## src/rtl/jk_excitation_driver.sv

```systemverilog
// Drives J/K into an external JK flip-flop bank so that it reaches a requested target word,
// then confirms the bank's Q against the target and re-drives a bounded number of times.
module jk_excitation_driver #(
    parameter int unsigned WIDTH       = 4,
    parameter int unsigned MAX_RETRY   = 2,
    parameter int unsigned TOGGLE_MODE = 0
) (
    input  logic             clk,
    input  logic             rst,
    input  logic             tgt_valid,
    output logic             tgt_ready,
    input  logic [WIDTH-1:0] tgt,
    input  logic [WIDTH-1:0] q_fb,
    output logic [WIDTH-1:0] J,
    output logic [WIDTH-1:0] K,
    output logic             busy,
    output logic             done,
    output logic             err,
    output logic [WIDTH-1:0] mismatch
);

    localparam int unsigned RETRY_W = (MAX_RETRY > 0) ? $clog2(MAX_RETRY + 1) : 1;

    typedef enum logic [1:0] {
        IDLE  = 2'd0,
        DRIVE = 2'd1,
        CHECK = 2'd2
    } state_t;

    state_t             state_q, state_d;
    logic [WIDTH-1:0]   j_q, j_d;
    logic [WIDTH-1:0]   k_q, k_d;
    logic [WIDTH-1:0]   tgt_r_q, tgt_r_d;
    logic [WIDTH-1:0]   mismatch_q, mismatch_d;
    logic [RETRY_W-1:0] retry_q, retry_d;
    logic               done_q, done_d;
    logic               err_q, err_d;

    logic [WIDTH-1:0]   exc_nxt;
    logic [WIDTH-1:0]   exc_j;
    logic [WIDTH-1:0]   exc_k;

    // Excitation against live Q: new target when idle, captured target on a retry.
    always_comb begin
        exc_nxt = (state_q == IDLE) ? tgt : tgt_r_q;
        if (TOGGLE_MODE != 0) begin
            exc_j = q_fb ^ exc_nxt;
            exc_k = q_fb ^ exc_nxt;
        end else begin
            exc_j = ~q_fb & exc_nxt;
            exc_k = q_fb & ~exc_nxt;
        end
    end

    always_comb begin
        state_d    = state_q;
        j_d        = '0;
        k_d        = '0;
        tgt_r_d    = tgt_r_q;
        mismatch_d = mismatch_q;
        retry_d    = retry_q;
        done_d     = 1'b0;
        err_d      = 1'b0;

        unique case (state_q)
            IDLE: begin
                if (tgt_valid) begin
                    tgt_r_d = tgt;
                    j_d     = exc_j;
                    k_d     = exc_k;
                    retry_d = '0;
                    state_d = DRIVE;
                end
            end
            DRIVE: begin
                state_d = CHECK;
            end
            CHECK: begin
                mismatch_d = tgt_r_q ^ q_fb;
                if (q_fb == tgt_r_q) begin
                    done_d  = 1'b1;
                    state_d = IDLE;
                end else if (retry_q < RETRY_W'(MAX_RETRY)) begin
                    retry_d = retry_q + RETRY_W'(1);
                    j_d     = exc_j;
                    k_d     = exc_k;
                    state_d = DRIVE;
                end else begin
                    err_d   = 1'b1;
                    state_d = IDLE;
                end
            end
            default: begin
                state_d = IDLE;
            end
        endcase
    end

    always_ff @(posedge clk or posedge rst) begin
        if (rst) begin
            state_q    <= IDLE;
            j_q        <= '0;
            k_q        <= '0;
            tgt_r_q    <= '0;
            mismatch_q <= '0;
            retry_q    <= '0;
            done_q     <= 1'b0;
            err_q      <= 1'b0;
        end else begin
            state_q    <= state_d;
            j_q        <= j_d;
            k_q        <= k_d;
            tgt_r_q    <= tgt_r_d;
            mismatch_q <= mismatch_d;
            retry_q    <= retry_d;
            done_q     <= done_d;
            err_q      <= err_d;
        end
    end

    assign J         = j_q;
    assign K         = k_q;
    assign done      = done_q;
    assign err       = err_q;
    assign mismatch  = mismatch_q;
    assign tgt_ready = (state_q == IDLE);
    assign busy      = (state_q != IDLE);

endmodule
```

## config.mk

```make
export PLATFORM = sky130hd
export DESIGN_NAME = jk_excitation_driver
export DESIGN_NICKNAME = d
export VERILOG_FILES = /design/src/rtl/jk_excitation_driver.sv
export SDC_FILE = /design/constraint.sdc
export NUM_CORES = 1
export LEC_CHECK = 0
export CAP_MARGIN = 20
export CELL_PAD_IN_SITES_DETAIL_PLACEMENT = 0
export CELL_PAD_IN_SITES_GLOBAL_PLACEMENT = 1
export CORE_ASPECT_RATIO = 0.7
export CORE_MARGIN = 2
export CORE_UTILIZATION = 37
export CTS_BUF_LIST = sky130_fd_sc_hd__clkbuf_8
export CTS_CLUSTER_DIAMETER = 30
export DETAILED_ROUTE_END_ITERATION = 10
export HOLD_SLACK_MARGIN = 0.08
export PLACE_DENSITY = 0.91
export REMOVE_ABC_BUFFERS = 1
export SLEW_MARGIN = 20
export SYNTH_ARGS = -nofsm -noshare
export SYNTH_HDL_FRONTEND = slang
export SYNTH_SLANG_ARGS = --single-unit
```

## constraint.sdc

```tcl
create_clock -name clk -period 1.6 [get_ports clk]
set_clock_uncertainty 0.05 [all_clocks]
set_input_delay 0.32 -clock clk [delete_from_list [all_inputs] [get_ports clk]]
set_output_delay 0.32 -clock clk [all_outputs]
set_load 0.005 [all_outputs]
```

==> key figures, run 1 <==
CTS
  – CTS buffer count: 3
  – H-tree depth: 1
  – Clock tree buffer depth: 2
  – Root Buffer: clkbuf_8
  – TritonCTS clock tree: built
  – # clock sinks: 22
  – Clock transition at path regs: 0.08 ns
  – Clk_lat worst skew: 0.26 ns

Power
  – P_leak: 0.661 nW
  – Pwr/cell area: 1850 mW/mm2
  – VDD IR max: 1.14 mV

Synthesis
  – Yosys top cell by area: dfrtp_1
  – Seq/Total Area, Yosys: 61.5%
  – Post-Synthesis Cells: 73
  – Most frequent cells after synthesis: dfrtp_1 (22), nand2_1 (11), nor2_1 (5), o21ai_0 (5)
  – Prevailing post-synth register cell: dfrtp_1
  – Distinct cell type count after synthesis: 19
  – Post-synth EDFFs: 0
  – Share of flip-flops with an asynchronous set or reset: 100%
  – Synth top area cells: dfrtp_1 (62%), mux2_2 (5.0%), nand2_1 (4.6%), mux2i_1 (4.5%), xnor2_1 (3.9%)
  – Count leader, synth: dfrtp_1
  – Post-synth top area share: 61.5%
  – Yosys warning total: 0
  – Mean post-synth cell area: 12.3 um2
  – Post-Syn Area: 895 um2
  – Synth Register Bits: 22

STA
  – Worst setup margin: 0.0661 ns
  – Max_slew headroom: 78.3%
  – Final hold violation count: 0
  – Unrepaired setup endpoints after global routing: true
  – Actual slew at the worst max-slew pin: 0.326 ns
  – Count of pins over their slew limit: 0
  – Hold_ws: 0.338 ns
  – Crit share post-route: 95.9%
  – Max Fclk: 652 MHz
  – Setup Viol. Count Final: 0
  – Fin crit period: 1.53 ns

Worst setup path
  – Family with the most delay on the worst path: flip-flops
  – Crit path buffers/inverters: 2
  – Crit path required time: 1.23 ns
  – Crit path cell chain: nor2_4 > buf_4 > dlygate4sd2_1
  – R2R Path Start: state_q[1]
  – Worst r2r path cells: 6
  – CP Launch Type: flop
  – FF-to-FF setup slack: 0.13 ns
  – Worst-path fanout max: 3
  – WP data arrival: 1.16 ns
  – Endpoint class of the critical path: output pin
  – R2R Path End: retry_q[1]
  – Critical path type: reg2out
  – Slowest stage cell, crit path: dfrtp_1
  – CP max stage delay: 0.42 ns

Place
  – GP Congestion: 0.736
  – Placement Setup Slack: -0.287 ns
  – Placed insts: 142
  – HPWL after DPL: 1.38 mm
  – Number of port buffers: 26

Die
  – Starting density of the core: 40.2%
  – # rows: 14
  – Die width: 62.8 um
  – Core area: 0.00222 mm2
  – DIE HEIGHT: 45.1 um
  – I/O pin count: 27
  – Die Area: 0.00283 mm2

GRT
  – Antenna violations before repair: 0
  – GRT Util Overall: 14.1%
  – Total gr overflow: 0
  – First-pass GRT wire length: 2.93 mm
  – Vias in the first global route: 663
  – Pin count of the biggest net entering global routing: 23

Cells and area
  – Final Net Count: 130
  – Fraction of layout cells with a size suffix above 1: 28.0%
  – # diodes: 0
  – Number of fill cells: 181
  – Area growth from synthesis to layout: 56.6%
  – Fin cells: 150
  – Layout Utilization: 63.0%

Route
  – Via count: 676
  – Remaining DRCs: 0
  – DRT iter0 DRCs: 12
  – Post-detailed-route count of antenna-violating nets: 0
  – Average wire per standard cell: 12.8 um
  – Number of vias per cell: 4.51
  – Router iterations before antenna repair: 4
  – Final WL: 1.92 mm

Flow run
  – Max_cap viols: 0

Hold path
  – Worst Hold Class: in2async

Run status
  – Status: completed
==> cell families (layout without fill, tap and decap cells) <==
family	after synthesis	after routing	share of synthesized area, %
compound gates	8	9	7.55
xor+xnor	4	4	3.92
buf+inv	5	49	2.94
flops	22	22	61.5
mux	8	8	9.51
simple gates	26	26	14.5
==> metrics by stage <==
stage / power (mW) / area (um2) / TNS, ns
after floorplan: 1.39 / 883 / 0
after global placement: 1.94 / 1270 / -2.85
after detailed placement: 1.97 / 1270 / -3.05
after CTS: 2.53 / 1370 / 0
after global routing: 2.75 / 1400 / -0.00894
final: 2.59 / 1400 / 0
==> worst min-delay path, cell delays in order <==
cell and delay, ns:
clkdlybuf4s50_1 0.40, inv_1 0.05, buf_4 0.27
==> layer usage <==
| metal | track usage, % | up-vias | share of wire [%] |
|---|---|---|---|
| li1 | - | 332 | - |
| met1 | 18.0 | 319 | 48 |
| met2 | 23.4 | 22 | 46 |
| met3 | 5.49 | 3 | 5.8 |
| met4 | 2.67 | 0 | 0.42 |
| met5 | 0 | - | 0 |
==> layout make-up <==
type,instances,area (um2),share of cell area [%]
sequential,22,551,39.3
clock inverter,1,30.0,2.14
multi-input combinational,47,354,25.3
tap,32,40.0,2.86
timing repair buffer,41,370,26.4
inverter,4,15.0,1.07
clock buffer,3,41.3,2.95
==> registers in the layout (all words and copies together), names as in the netlist <==
signal / cells
J: 4
K: 4
mismatch: 4
tgt_r_q: 4
retry_q: 2
state_q: 2
done: 1
err: 1
==> repair_timing <==
action,in CTS,in global routing
gates resized for setup,2,4
buffers inserted,3,0
endpoints found under the setup margin,3,10
pin swaps,2,2
hold buffers,0,0
cloned,0,1
==> cell usage in the layout (no fill, tap or decap) <==
cell / netlist / final
o21ai_0: 5 / 5
xnor2_2: 0 / 3
bufinv_16: 0 / 1
a21boi_2: 0 / 1
dfrtp_1: 22 / 22
mux2_2: 4 / 4
a21o_1: 1 / 1
clkdlybuf4s50_1: 0 / 24
xnor2_1: 4 / 1
mux2i_1: 4 / 4
nor3b_2: 1 / 1
nand4_1: 1 / 1
and2_2: 1 / 1
nand2b_1: 1 / 1
nor2b_1: 1 / 1
nand2_2: 0 / 1
nor2_4: 1 / 1
nor2_1: 5 / 5
a41oi_2: 1 / 1
a21boi_4: 1 / 1
inv_1: 4 / 4
buf_4: 0 / 15
dlygate4sd2_1: 0 / 2
clkbuf_8: 0 / 3
nand2_1: 11 / 10
nor3_1: 4 / 4
==> report_power, final <==
part | switching, mW | internal [mW]
logic | 0.469 | 0.686
registers | 0.150 | 0.758
clock network | 0.189 | 0.334
total | 0.809 | 1.78
==> how the worst max path moves through the flow <==
stage	start	to	cells after the start
final	state_q[0]	tgt_ready	3
after global routing	q_fb[1]	retry_q[1]	6
after global placement	q_fb[3]	retry_q[0]	5
after detailed placement	q_fb[3]	retry_q[0]	5
after floorplan	state_q[0]	retry_q[0]	4
after CTS	state_q[0]	retry_q[0]	6
Note: power is estimated with default switching activity, not from simulation.
==> run 2, diff against run 1 <==
--- a/config.mk
+++ b/config.mk
@@ -9,7 +9,7 @@
 export CELL_PAD_IN_SITES_DETAIL_PLACEMENT = 0
 export CELL_PAD_IN_SITES_GLOBAL_PLACEMENT = 1
 export CORE_ASPECT_RATIO = 0.7
-export CORE_MARGIN = 2
+export CORE_MARGIN = 1.5
 export CORE_UTILIZATION = 37
 export CTS_BUF_LIST = sky130_fd_sc_hd__clkbuf_8
 export CTS_CLUSTER_DIAMETER = 30
@@ -17,6 +17,7 @@
 export HOLD_SLACK_MARGIN = 0.08
 export PLACE_DENSITY = 0.91
 export REMOVE_ABC_BUFFERS = 1
+export SKIP_LAST_GASP = 1
 export SLEW_MARGIN = 20
 export SYNTH_ARGS = -nofsm -noshare
 export SYNTH_HDL_FRONTEND = slang
==> run 2 against run 1 <==
Die area shrank 3.8%. Worst hold slack lost 0.0012 ns. Critical path depth increased by 2. Clock power shrank 1%. Non-clock buffer count shrank 1. Final cell count fell by 0.67%. Global-route usage is 0.90 points higher. Sequential power decreased by 1%. Cell area shrank 0.71%. Utilization decreased by 0.45 points.
==> key figures, run 2 (synthesized netlist as in run 1, its figures left out) <==
Worst setup path
  – Critical path type: in2reg
  – Worst r2r path cells: 4
  – Last element of the critical path: K[0]
  – FF-to-FF setup slack: 0.12 ns
  – WP data arrival: 1.67 ns
  – Slowest stage cell, crit path: clkdlybuf4s50_1
  – Crit. Startpoint: q_fb[1]
  – R2R Path Start: tgt_r_q[1]
  – Worst-path fanout max: 5
  – Crit path cell chain: clkdlybuf4s50_1 > xnor2_1 > a41oi_2 > a21boi_2 > nor2_1
  – R2R Path End: K[0]
  – Endpoint class of the critical path: flop
  – CP max stage delay: 0.44 ns
  – CP Launch Type: input port
  – Crit path required time: 1.70 ns

Route
  – Final WL: 1.85 mm
  – Router iterations before antenna repair: 4
  – Average wire per standard cell: 12.4 um
  – Remaining DRCs: 0
  – Post-detailed-route count of antenna-violating nets: 0
  – Via count: 658
  – Number of vias per cell: 4.42
  – DRT iter0 DRCs: 4

STA
  – Max Fclk: 638 MHz
  – Final hold violation count: 0
  – Setup Viol. Count Final: 0
  – Count of pins over their slew limit: 0
  – Crit share post-route: 98.0%
  – Max_slew headroom: 77.4%
  – Fin crit period: 1.57 ns
  – Hold_ws: 0.337 ns
  – Unrepaired setup endpoints after global routing: true
  – Actual slew at the worst max-slew pin: 0.339 ns

Die
  – DIE HEIGHT: 44.1 um
  – Die width: 61.8 um
  – Starting density of the core: 40.2%
  – I/O pin count: 27
  – # rows: 14
  – Die Area: 0.00273 mm2
  – Core area: 0.00222 mm2

GRT
  – Antenna violations before repair: 0
  – First-pass GRT wire length: 2.78 mm
  – Total gr overflow: 0
  – GRT Util Overall: 15.0%
  – Pin count of the biggest net entering global routing: 23
  – Vias in the first global route: 650
  – Busiest grt layer: met2
  – Met1 usage: 19.0%
  – Met2 Resource Use GR: 22.9%
  – Met3 Use GR: 6.73%

Place
  – HPWL after DPL: 1.31 mm
  – Placed insts: 142
  – Number of port buffers: 26
  – GP Congestion: 0.730

CTS
  – Clock transition at path regs: 0.08 ns
  – Clock tree buffer depth: 2
  – # clock sinks: 22
  – Clk_lat worst skew: 0.27 ns
  – H-tree depth: 1
  – Root Buffer: clkbuf_8
  – Post-CTS Hold Buffers: 0
  – CTS buffer count: 3
  – TritonCTS clock tree: built

Cells and area
  – Fraction of layout cells with a size suffix above 1: 26.5%
  – Area growth from synthesis to layout: 55.5%
  – Commonest non-fill, non-tap cell in the layout: clkdlybuf4s50_1
  – # diodes: 0
  – Most frequent cells in the layout: clkdlybuf4s50_1 (24), dfrtp_1 (22), buf_4 (14)
  – Final Net Count: 129
  – Fin cells: 149

Hold path
  – Worst Hold Class: in2async

Power
  – Pwr/cell area: 1830 mW/mm2
  – VDD IR max: 1.07 mV
  – P_leak: 0.656 nW

Flow run
  – Max_cap viols: 0

Run status
  – Status: completed
## run 2: cell count changes in the layout (fill, tap and decap cells not counted)
cell	change
buf_4	-1
nand2_1	+1
nand2_2	-1
## run 2: worst min path at each step
stage | cells after the start | slack, ns | start | endpoint
2_1_floorplan | 1 | 0.26 | rst | J[0]
3_3_place_gp | 2 | 0.41 | mismatch[2] | mismatch[2]
3_5_place_dp | 2 | 0.43 | mismatch[3] | mismatch[3]
4_1_cts | 3 | 0.35 | rst | mismatch[3]
5_1_grt | 3 | 0.39 | rst | state_q[0]
6_report | 3 | 0.34 | rst | mismatch[3]
## run 2: timing repair
| action | in CTS | in global routing |
|---|---|---|
| pin swaps | 2 | 3 |
| cloned | 0 | 1 |
| gates resized for setup | 2 | 3 |
| hold endpoints to repair | 0 | 0 |
| setup endpoints to repair | 3 | 11 |
| buffers inserted | 1 | 1 |
## run 2: worst max-delay path, delay by kind of cell
| family | cells | cell delay (ns) |
|---|---|---|
| AO/OA/AOI/OAI | 2 | 0.56 |
| XOR/XNOR | 1 | 0.26 |
| buffers and inverters | 1 | 0.44 |
| AND/OR/NAND/NOR | 1 | 0.08 |
## run 2: cell type report
type	count	area, um2
clock inverter	1	30.0
clock buffer	3	41.3
inverter	4	15.0
multi-input combinational	47	352
tap	32	40.0
timing repair buffer	40	363
fill	188	833
sequential	22	551
## run 2: metal layers
layer | share of wire (%) | wire length (um) | up-vias
met5 | 0 | 0 | -
met1 | 46 | 855 | 302
met2 | 47 | 877 | 21
li1 | - | - | 333
met3 | 6.0 | 111 | 2
met4 | 0.43 | 8 | 0
## run 2: per-stage QoR
step           util, %  worst slack, ns  cell area, um2  total power [mW]  setup TNS, ns
5_1_grt           62.5         -0.00925            1390              2.69       -0.00925
3_5_place_dp      57.3           -0.283            1270              1.96          -2.99
4_1_cts           60.7           0.0149            1350              2.49              0
2_1_floorplan        -            0.203             883              1.39              0
6_report          62.5           0.0324            1390              2.55              0
3_3_place_gp      57.3           -0.261            1270              1.94          -2.77
## run 2: where the power goes
group	total (mW)	switching (mW)	internal, mW
sequential	0.898	0.140	0.758
clock	0.517	0.183	0.334
combinational	1.13	0.466	0.667
total	2.55	0.789	1.76
